--- config.mk ---
export PLATFORM = sky130hd
export DESIGN_NAME = quadrature_decoder
export DESIGN_NICKNAME = d
export VERILOG_FILES = /design/src/rtl/qdec_pkg.sv /design/src/rtl/debounce_filter.sv /design/src/rtl/quadrature_decoder.sv
export SDC_FILE = /design/constraint.sdc
export NUM_CORES = 1
export LEC_CHECK = 0
export CORE_MARGIN = 2
export CORE_UTILIZATION = 57
export CTS_CLUSTER_DIAMETER = 200
export CTS_CLUSTER_SIZE = 14
export DETAILED_ROUTE_END_ITERATION = 8
export PLACE_DENSITY = 0.78
export SLEW_MARGIN = 20
export SYNTH_ARGS = -nofsm -noshare
export SYNTH_HDL_FRONTEND = slang
export SYNTH_SLANG_ARGS = --single-unit
--- constraint.sdc ---
create_clock -name clk -period 3.3 [get_ports clk]
set_clock_uncertainty 0.2 [all_clocks]
set_input_delay 0.66 -clock clk [delete_from_list [all_inputs] [get_ports clk]]
set_output_delay 0.66 -clock clk [all_outputs]
set_load 0.005 [all_outputs]
--- src/rtl/qdec_pkg.sv ---
// Shared types and the Gray-phase step decoder for the quadrature decoder.
package qdec_pkg;

   typedef logic [1:0] phase_t;

   localparam phase_t PH_00 = 2'b00;
   localparam phase_t PH_01 = 2'b01;
   localparam phase_t PH_11 = 2'b11;
   localparam phase_t PH_10 = 2'b10;

   // Classifies a phase transition. Result is {up, down}:
   // 00 = no change, 10 = forward step, 01 = reverse step, 11 = illegal jump.
   function automatic logic [1:0] step_dec(phase_t old, phase_t nw);
      phase_t fwd;
      phase_t rev;
      logic [1:0] res;
      fwd = PH_00;
      rev = PH_00;
      case (old)
         PH_00:   begin fwd = PH_01; rev = PH_10; end
         PH_01:   begin fwd = PH_11; rev = PH_00; end
         PH_11:   begin fwd = PH_10; rev = PH_01; end
         PH_10:   begin fwd = PH_00; rev = PH_11; end
         default: begin fwd = PH_00; rev = PH_00; end
      endcase
      if (nw == old)
         res = 2'b00;
      else if (nw == fwd)
         res = 2'b10;
      else if (nw == rev)
         res = 2'b01;
      else
         res = 2'b11;
      return res;
   endfunction

endpackage

--- src/rtl/debounce_filter.sv ---
// Single-channel level filter: a new level is accepted only after it has been
// sampled CYCLES times in a row; shorter excursions are absorbed.
module debounce_filter #(
   parameter int CYCLES = 4
) (
   input  logic clk,
   input  logic rst_n,
   input  logic din,
   output logic dout,
   output logic stable
);

   localparam int CNT_W = $clog2(CYCLES + 1);

   logic [CNT_W-1:0] cnt;

   // Count consecutive samples that disagree with the filtered level; accept on the last one.
   always_ff @(posedge clk or negedge rst_n) begin
      if (!rst_n) begin
         cnt  <= '0;
         dout <= 1'b0;
      end else if (din == dout) begin
         cnt <= '0;
      end else if (cnt == CNT_W'(CYCLES - 1)) begin
         dout <= din;
         cnt  <= '0;
      end else begin
         cnt <= cnt + CNT_W'(1);
      end
   end

   // Stable means no level change is in progress on this channel.
   assign stable = (din == dout);

endmodule

--- src/rtl/quadrature_decoder.sv ---
// Quadrature front end: synchronises and debounces A/B, primes the phase
// register after reset, then turns each Gray-code step into one up/down strobe
// and flags two-bit jumps with a sticky error.
//
// Handshake: none. up/down are single-cycle registered strobes with no
// back-pressure; err_clr is a single-cycle request sampled on the rising edge.
module quadrature_decoder
   import qdec_pkg::*;
#(
   parameter int SYNC_STAGES     = 2,
   parameter int DEBOUNCE_CYCLES = 4
) (
   input  logic clk,
   input  logic rst_n,
   input  logic enc_a,
   input  logic enc_b,
   input  logic err_clr,
   output logic up,
   output logic down,
   output logic dir,
   output logic err,
   output logic primed
);

   logic [SYNC_STAGES-1:0] sync_a;
   logic [SYNC_STAGES-1:0] sync_b;
   logic [SYNC_STAGES-1:0] sync_full;
   logic                   filt_a;
   logic                   filt_b;
   logic                   stable_a;
   logic                   stable_b;
   phase_t                 phase;
   phase_t                 cur;
   logic [1:0]             dec;

   // Synchroniser chains; sync_full marks when the chains hold real input samples
   // rather than their reset values, so priming never latches a stale 00.
   always_ff @(posedge clk or negedge rst_n) begin
      if (!rst_n) begin
         sync_a    <= '0;
         sync_b    <= '0;
         sync_full <= '0;
      end else begin
         sync_a    <= {sync_a[SYNC_STAGES-2:0], enc_a};
         sync_b    <= {sync_b[SYNC_STAGES-2:0], enc_b};
         sync_full <= {sync_full[SYNC_STAGES-2:0], 1'b1};
      end
   end

   debounce_filter #(.CYCLES(DEBOUNCE_CYCLES)) u_filt_a (
      .clk    (clk),
      .rst_n  (rst_n),
      .din    (sync_a[SYNC_STAGES-1]),
      .dout   (filt_a),
      .stable (stable_a)
   );

   debounce_filter #(.CYCLES(DEBOUNCE_CYCLES)) u_filt_b (
      .clk    (clk),
      .rst_n  (rst_n),
      .din    (sync_b[SYNC_STAGES-1]),
      .dout   (filt_b),
      .stable (stable_b)
   );

   assign cur = {filt_a, filt_b};
   assign dec = step_dec(phase, cur);

   // Priming, phase tracking and strobe/direction generation.
   always_ff @(posedge clk or negedge rst_n) begin
      if (!rst_n) begin
         primed <= 1'b0;
         phase  <= PH_00;
         up     <= 1'b0;
         down   <= 1'b0;
         dir    <= 1'b0;
      end else begin
         up   <= 1'b0;
         down <= 1'b0;
         if (!primed) begin
            if (sync_full[SYNC_STAGES-1] && stable_a && stable_b) begin
               primed <= 1'b1;
               phase  <= cur;
            end
         end else begin
            phase <= cur;
            case (dec)
               2'b10: begin
                  up  <= 1'b1;
                  dir <= 1'b1;
               end
               2'b01: begin
                  down <= 1'b1;
                  dir  <= 1'b0;
               end
               default: ;
            endcase
         end
      end
   end

   // Sticky illegal-jump flag; a jump in the same cycle as err_clr keeps it set.
   always_ff @(posedge clk or negedge rst_n) begin
      if (!rst_n)
         err <= 1'b0;
      else if (primed && (dec == 2'b11))
         err <= 1'b1;
      else if (err_clr)
         err <= 1'b0;
   end

endmodule

==> impl_metrics.py, run 1 <==
metrics = {
    "status": {
        "status": "completed",
    },
    "synth": {
        "synth_edf_count": 0,
        "ys_top_cells_by_area": "dfrtp_1 58%, ha_1 6.9%, xnor2_2 3.6%, o21ai_0 3.3%, nor2b_1 2.8%",
        "synth.most_common_cell": "dfrtp_1",
        "avgSynthCellArea_um2": 11.97,
        "synth_nets": 86,
        "synth_cells": 76,
        "synth_warnings": 0,
        "synth.distinct_cells": 28,
        "synthArstFlopShare": 1.000,
        "syn-cell-area_um2": 909.6,
        "ys_top_cells_by_count": "21 x dfrtp_1, 6 x o21ai_0, 5 x ha_1, 5 x inv_1",
        "synth_seq_cells": 21,
        "synth_top_cell_area_share": 0.5777,
        "synth_area_leader_cell": "dfrtp_1",
        "ys_seq_area_frac": 0.5777,
        "ys.flop_type": "dfrtp_1",
    },
    "clock_tree": {
        "clk_pin_slew_ns": 0.12,
        "ctsResizeCount": 0,
        "htreeDepth": 1,
        "cts_root_buffer": "clkbuf_4",
        "cts_setup_buffers": 0,
        "clkLatencyLatePin_ns": 0.30,
        "cts.path.max_buffers": 2,
        "numCtsBuffers": 3,
        "cts-hold-fix-buffers": 0,
        "tritoncts": "done",
        "cts_sinks": 21,
    },
    "worst_hold_path": {
        "hold_path.class": "register to register",
        "whs_path_depth": 0,
        "whs_endpoint": "sync_b[1]",
        "min-delay-start": "sync_b[0]",
    },
    "final_layout": {
        "final_cell_area_um2": 1027,
        "num-nets-final": 98,
        "diodes": 0,
        "syn2layout_area_growth_pct": 12.93,
        "drive_gt1_frac": 0.08046,
        "fillers": 122,
        "fin_util": 0.6819,
    },
    "critical_path": {
        "rrSetupSlack_ns": 1.40,
        "cp.arrival_ns": 1.34,
        "path_cells": "clkdlybuf4s50_1",
        "cpLargestDelayFamily": "buffers and inverters",
        "worst_path_largest_cell_delay_ns": 0.55,
        "critPathRequiredTime_ns": 2.44,
        "reg2reg_from": "u_filt_a.dout",
        "critPathSlowestCell": "clkdlybuf4s50_1",
        "cp-start-kind": "register",
        "r2r_end": "dir",
        "cp-end-kind": "output port",
        "cp_num_buf_inv": 1,
        "path_class": "register to output port",
        "cp_max_fo": 8,
        "reg2reg_depth": 6,
    },
    "global_route": {
        "grt_max_degree": 22,
        "grt_pass1_wl_mm": 2.456,
        "grt_usage": 0.1759,
        "grt_pass1_vias": 596,
        "antenna_found_initial": 0,
        "overflow": 0,
    },
    "route": {
        "antenna_left": 0,
        "num_vias": 581,
        "dr.pass1.iters": 4,
        "met3_length_um": 54,
        "detail_route.wl_per_cell_um": 13.01,
        "route.layer.met1.wl_um": 616,
        "wl_mm": 1.340,
        "top_layer": "met4",
        "drtIter0Drc": 5,
        "dr_wl_met2_um": 648,
        "via_per_inst": 5.641,
        "drc": 0,
    },
    "floorplanning": {
        "ios": 10,
        "die_y_um": 43.95,
        "core_area_um2": 1506,
        "die_area_um2": 1931,
        "fp-row-count": 14,
        "die_w_um": 43.95,
        "initial_utilization": 0.6038,
    },
    "power": {
        "power_density_nw_per_um2": 828.0,
        "total_power_mw": 0.8505,
        "p_leak_nw": 0.4806,
        "peakVddDrop_mv": 0.4536,
    },
    "placed_design": {
        "hpwl_um": 966.7,
        "dpl-instance-area_um2": 1001,
        "pre_cts_ws_ns": 1.263,
        "portBuffers": 9,
        "gp_congestion": 0.7482,
    },
    "timing": {
        "worst_pin_slew_ns": 0.8946,
        "fin_crit_ns": 2.198,
        "min_period_over_period": 0.6661,
        "final-max-slew-violation-count": 0,
        "fin_setup_tns_ns": 0,
        "setup_slack_ns": 1.102,
        "slew-limit-headroom": 0.4017,
        "rsz0062_at_grt": "no",
        "hold_viol_final": 0,
        "setup_viol": 0,
        "fmax_mhz": 454.9,
    },
    "flow_run": {
        "cap_violations": 0,
    },
}
==> state kept, by name, summed over array words and instances, names as in the netlist <==
name and count:
sync_full 2, up 1, down 1, u_filt_a.cnt 3
u_filt_b.dout 1, sync_b 2, primed 1, sync_a 2
u_filt_a.dout 1, err 1, phase 2, u_filt_b.cnt 3
dir 1
==> layout make-up <==
class | count | area (um2) | share of cell area
clock buffer | 4 | 26.28 | 0.02558
inverter | 5 | 18.77 | 0.01827
multi-input combinational | 48 | 346.6 | 0.3374
sequential | 21 | 525.5 | 0.5116
tap | 16 | 20.02 | 0.01949
timing repair buffer | 9 | 90.09 | 0.08770
==> cells in the final DEF (no fill, tap or decap), types with 2 or more instances in the layout <==
master	count
a21oi_1	2
and2_1	2
clkbuf_4	3
clkdlybuf4s50_1	9
dfrtp_1	21
ha_1	5
inv_1	5
nand2_1	3
nand3_1	2
nor2_1	4
nor2b_1	4
nor3_1	2
nor3b_1	2
o21a_1	2
o21ai_0	6
xnor2_2	2
==> worst max-delay path by stage <==
stage	from	end	slack, ns	depth (start not counted)
floorplan	u_filt_a.dout	dir	1.59	7
global placement	rst_n	sync_a[0]	1.31	1
detailed placement	rst_n	u_filt_a.cnt[0]	1.26	1
CTS	primed	primed	1.09	1
global route	primed	primed	1.05	1
finish	primed	primed	1.10	1
==> power breakdown <==
part,internal (mW),leakage [nW],switching (mW)
logic,0.183,0.208,0.159
clock network,0.0470,0.0150,0.0745
registers,0.328,0.258,0.0590
total,0.558,0.481,0.293
==> per-layer routing <==
layer,track usage,vias to the layer above
met2,0.2824,11
met5,0,-
met1,0.2157,288
met4,0.1152,0
met3,0.03333,2
li1,-,280
==> per-stage QoR <==
step / cells / hold WS, ns
after floorplan: 76 / 0.1312
after global placement: 99 / 0.1329
after detailed placement: 99 / 0.1373
after CTS: 103 / 0.1625
after global routing: 103 / 0.1685
final: 103 / 0.1583
==> cells by family after synthesis <==
group	share of synthesized area
AOI/OAI and AO/OA	0.1431
muxes	0.01238
and+or+nand+nor	0.1169
adders and majority gates	0.06878
xor gates and xnor gates	0.03576
buffers and inverters	0.04127
DFF	0.5777
other	0.004123
(Power assumes the default switching activity.)
==> inputs of run 2 (changes only) <==
--- a/config.mk
+++ b/config.mk
@@ -6,11 +6,11 @@
 export NUM_CORES = 1
 export LEC_CHECK = 0
 export CORE_MARGIN = 2
-export CORE_UTILIZATION = 57
+export CORE_UTILIZATION = 53
 export CTS_CLUSTER_DIAMETER = 200
 export CTS_CLUSTER_SIZE = 14
 export DETAILED_ROUTE_END_ITERATION = 8
-export PLACE_DENSITY = 0.78
+export PLACE_DENSITY = 0.73
 export SLEW_MARGIN = 20
 export SYNTH_ARGS = -nofsm -noshare
 export SYNTH_HDL_FRONTEND = slang
==> constraint.sdc (replaced) <==
create_clock -name clk -period 2.1 [get_ports clk]
set_clock_uncertainty 0.2 [all_clocks]
set_input_delay 0.42 -clock clk [delete_from_list [all_inputs] [get_ports clk]]
set_output_delay 0.42 -clock clk [all_outputs]
set_load 0.005 [all_outputs]
==> run 2 against run 1 <==
  * Total power is 59% higher
  * Sequential cell count unchanged
  * Clock power increased by 51%
  * Worst hold slack improved by 0.0075 ns
  * Final cell count up 1.9%
  * First-iteration DRC count up 140%
  * Routed wire length up 3.1%
  * Global-route usage fell by 1.2 points
  * Sequential power increased by 52%
  * Clock-buffer cell count is 1 lower
  * Largest power group unchanged
  * Highest routed layer unchanged
==> impl_metrics.py, run 2 (synthesized netlist as in run 1, its figures left out) <==
metrics = {
    "clock_tree": {
        "clkLatencyLatePin_ns": 0.29,
        "cts_setup_buffers": 0,
        "numCtsBuffers": 3,
        "cts.path.max_buffers": 2,
        "cts-hold-fix-buffers": 0,
        "clk_pin_slew_ns": 0.11,
        "cts_root_buffer": "clkbuf_4",
        "tritoncts": "done",
        "cts_sinks": 21,
        "ctsResizeCount": 0,
        "htreeDepth": 1,
    },
    "final_layout": {
        "final_cell_mix": "21 x dfrtp_1, 9 x clkdlybuf4s50_1, 6 x o21ai_0",
        "fin_util": 0.6693,
        "fillers": 121,
        "drive_gt1_frac": 0.1124,
        "num-nets-final": 100,
        "layout_commonest_cell": "dfrtp_1",
        "diodes": 0,
        "syn2layout_area_growth_pct": 14.72,
        "top_regs": "u_filt_a.cnt (3), u_filt_b.cnt (3)",
        "final_cell_area_um2": 1044,
    },
    "critical_path": {
        "reg2reg_from": "u_filt_a.dout",
        "cp_max_fo": 8,
        "path_cells": "clkdlybuf4s50_1",
        "rrSetupSlack_ns": 0.24,
        "cp_num_buf_inv": 1,
        "worst_path_largest_cell_delay_ns": 0.55,
        "path_class": "register to output port",
        "cpLargestDelayFamily": "buffers and inverters",
        "cp-start-kind": "register",
        "reg2reg_depth": 6,
        "cp-end-kind": "output port",
        "cp.arrival_ns": 1.33,
        "r2r_end": "dir",
        "critPathRequiredTime_ns": 1.48,
        "critPathSlowestCell": "clkdlybuf4s50_1",
    },
    "route": {
        "dr_wl_met2_um": 650,
        "met3_length_um": 48,
        "wl_mm": 1.381,
        "dr.pass1.iters": 4,
        "detail_route.wl_per_cell_um": 13.15,
        "route.layer.met1.wl_um": 669,
        "drtIter0Drc": 12,
        "num_vias": 556,
        "via_per_inst": 5.295,
        "antenna_left": 0,
        "top_layer": "met4",
        "drc": 0,
    },
    "timing": {
        "hold_viol_final": 0,
        "fin_crit_ns": 1.954,
        "fmax_mhz": 511.8,
        "min_period_over_period": 0.9305,
        "rsz0062_at_grt": "no",
        "setup_viol": 0,
        "final-max-slew-violation-count": 0,
        "fin_setup_tns_ns": 0,
    },
    "worst_hold_path": {
        "whs_endpoint": "sync_a[1]",
        "min-delay-start": "sync_a[0]",
        "whs_path_depth": 0,
        "hold_path.class": "register to register",
    },
    "floorplanning": {
        "fp-row-count": 14,
        "core_area_um2": 1559,
        "initial_utilization": 0.5835,
        "die_w_um": 45.43,
        "die_area_um2": 2063,
        "ios": 10,
        "die_y_um": 45.43,
    },
    "global_route": {
        "grt_pass1_wl_mm": 2.408,
        "grt_usage": 0.1640,
        "grt_pass1_vias": 550,
        "overflow": 0,
        "antenna_found_initial": 0,
        "grt_max_degree": 22,
    },
    "flow_run": {
        "cap_violations": 0,
    },
    "status": {
        "status": "completed",
    },
    "power": {
        "peakVddDrop_mv": 0.6872,
        "power_density_nw_per_um2": 1293,
        "p_leak_nw": 0.4930,
    },
    "placed_design": {
        "gp_congestion": 0.7306,
        "portBuffers": 9,
        "dpl-instance-area_um2": 1016,
        "hpwl_mm": 1.039,
    },
}
## run 2: cell count changes in the layout (fill, tap and decap cells not counted), sizes merged
cell	before	now
clkbuf	4	3
buf	0	2
clkinv	0	1
## run 2: layout make-up
| cell class | count | area (um2) | area share |
|---|---|---|---|
| Clock inverter | 1 | 5.005 | 0.004796 |
| Multi-Input combinational cell | 48 | 346.6 | 0.3321 |
| Timing Repair Buffer | 11 | 105.1 | 0.1007 |
| Sequential cell | 21 | 525.5 | 0.5036 |
| Tap cell | 16 | 20.02 | 0.01918 |
| Clock buffer | 3 | 22.52 | 0.02158 |
| Inverter | 5 | 18.77 | 0.01799 |
## run 2: power by group
part           internal [mW]  total, mW  leakage [nW]  switching (mW)
clock                 0.0707      0.184        0.0177           0.113
combinational          0.301      0.575         0.218           0.274
sequential             0.516      0.590         0.258          0.0746
## run 2: through the flow
step	power, mW	instances	setup slack [ns]	hold WS (ns)
finish	1.349	105	0.1460	0.1659
global route	1.472	105	0.04932	0.1717
CTS	1.368	105	0.1319	0.1648
detailed placement	1.183	101	0.2331	0.1357
global placement	1.152	101	0.3497	0.1326
floorplan	1.022	76	0.3923	-0.07559
## run 2: how the worst max path moves through the flow
stage | startpoint | endpoint | slack (ns) | cells past startpoint
2_1_floorplan | u_filt_a.dout | dir | 0.39 | 7
3_3_place_gp | u_filt_a.dout | dir | 0.35 | 6
3_5_place_dp | u_filt_a.dout | dir | 0.23 | 6
4_1_cts | primed | primed | 0.13 | 1
5_1_grt | u_filt_a.dout | dir | 0.05 | 6
6_report | primed | primed | 0.15 | 1
## run 2: routing by layer
metal | global-route usage | vias to the layer above
li1 | - | 284
met1 | 0.2193 | 259
met2 | 0.2817 | 11
met3 | 0.02381 | 2
met4 | 0.03529 | 0
met5 | 0 | -
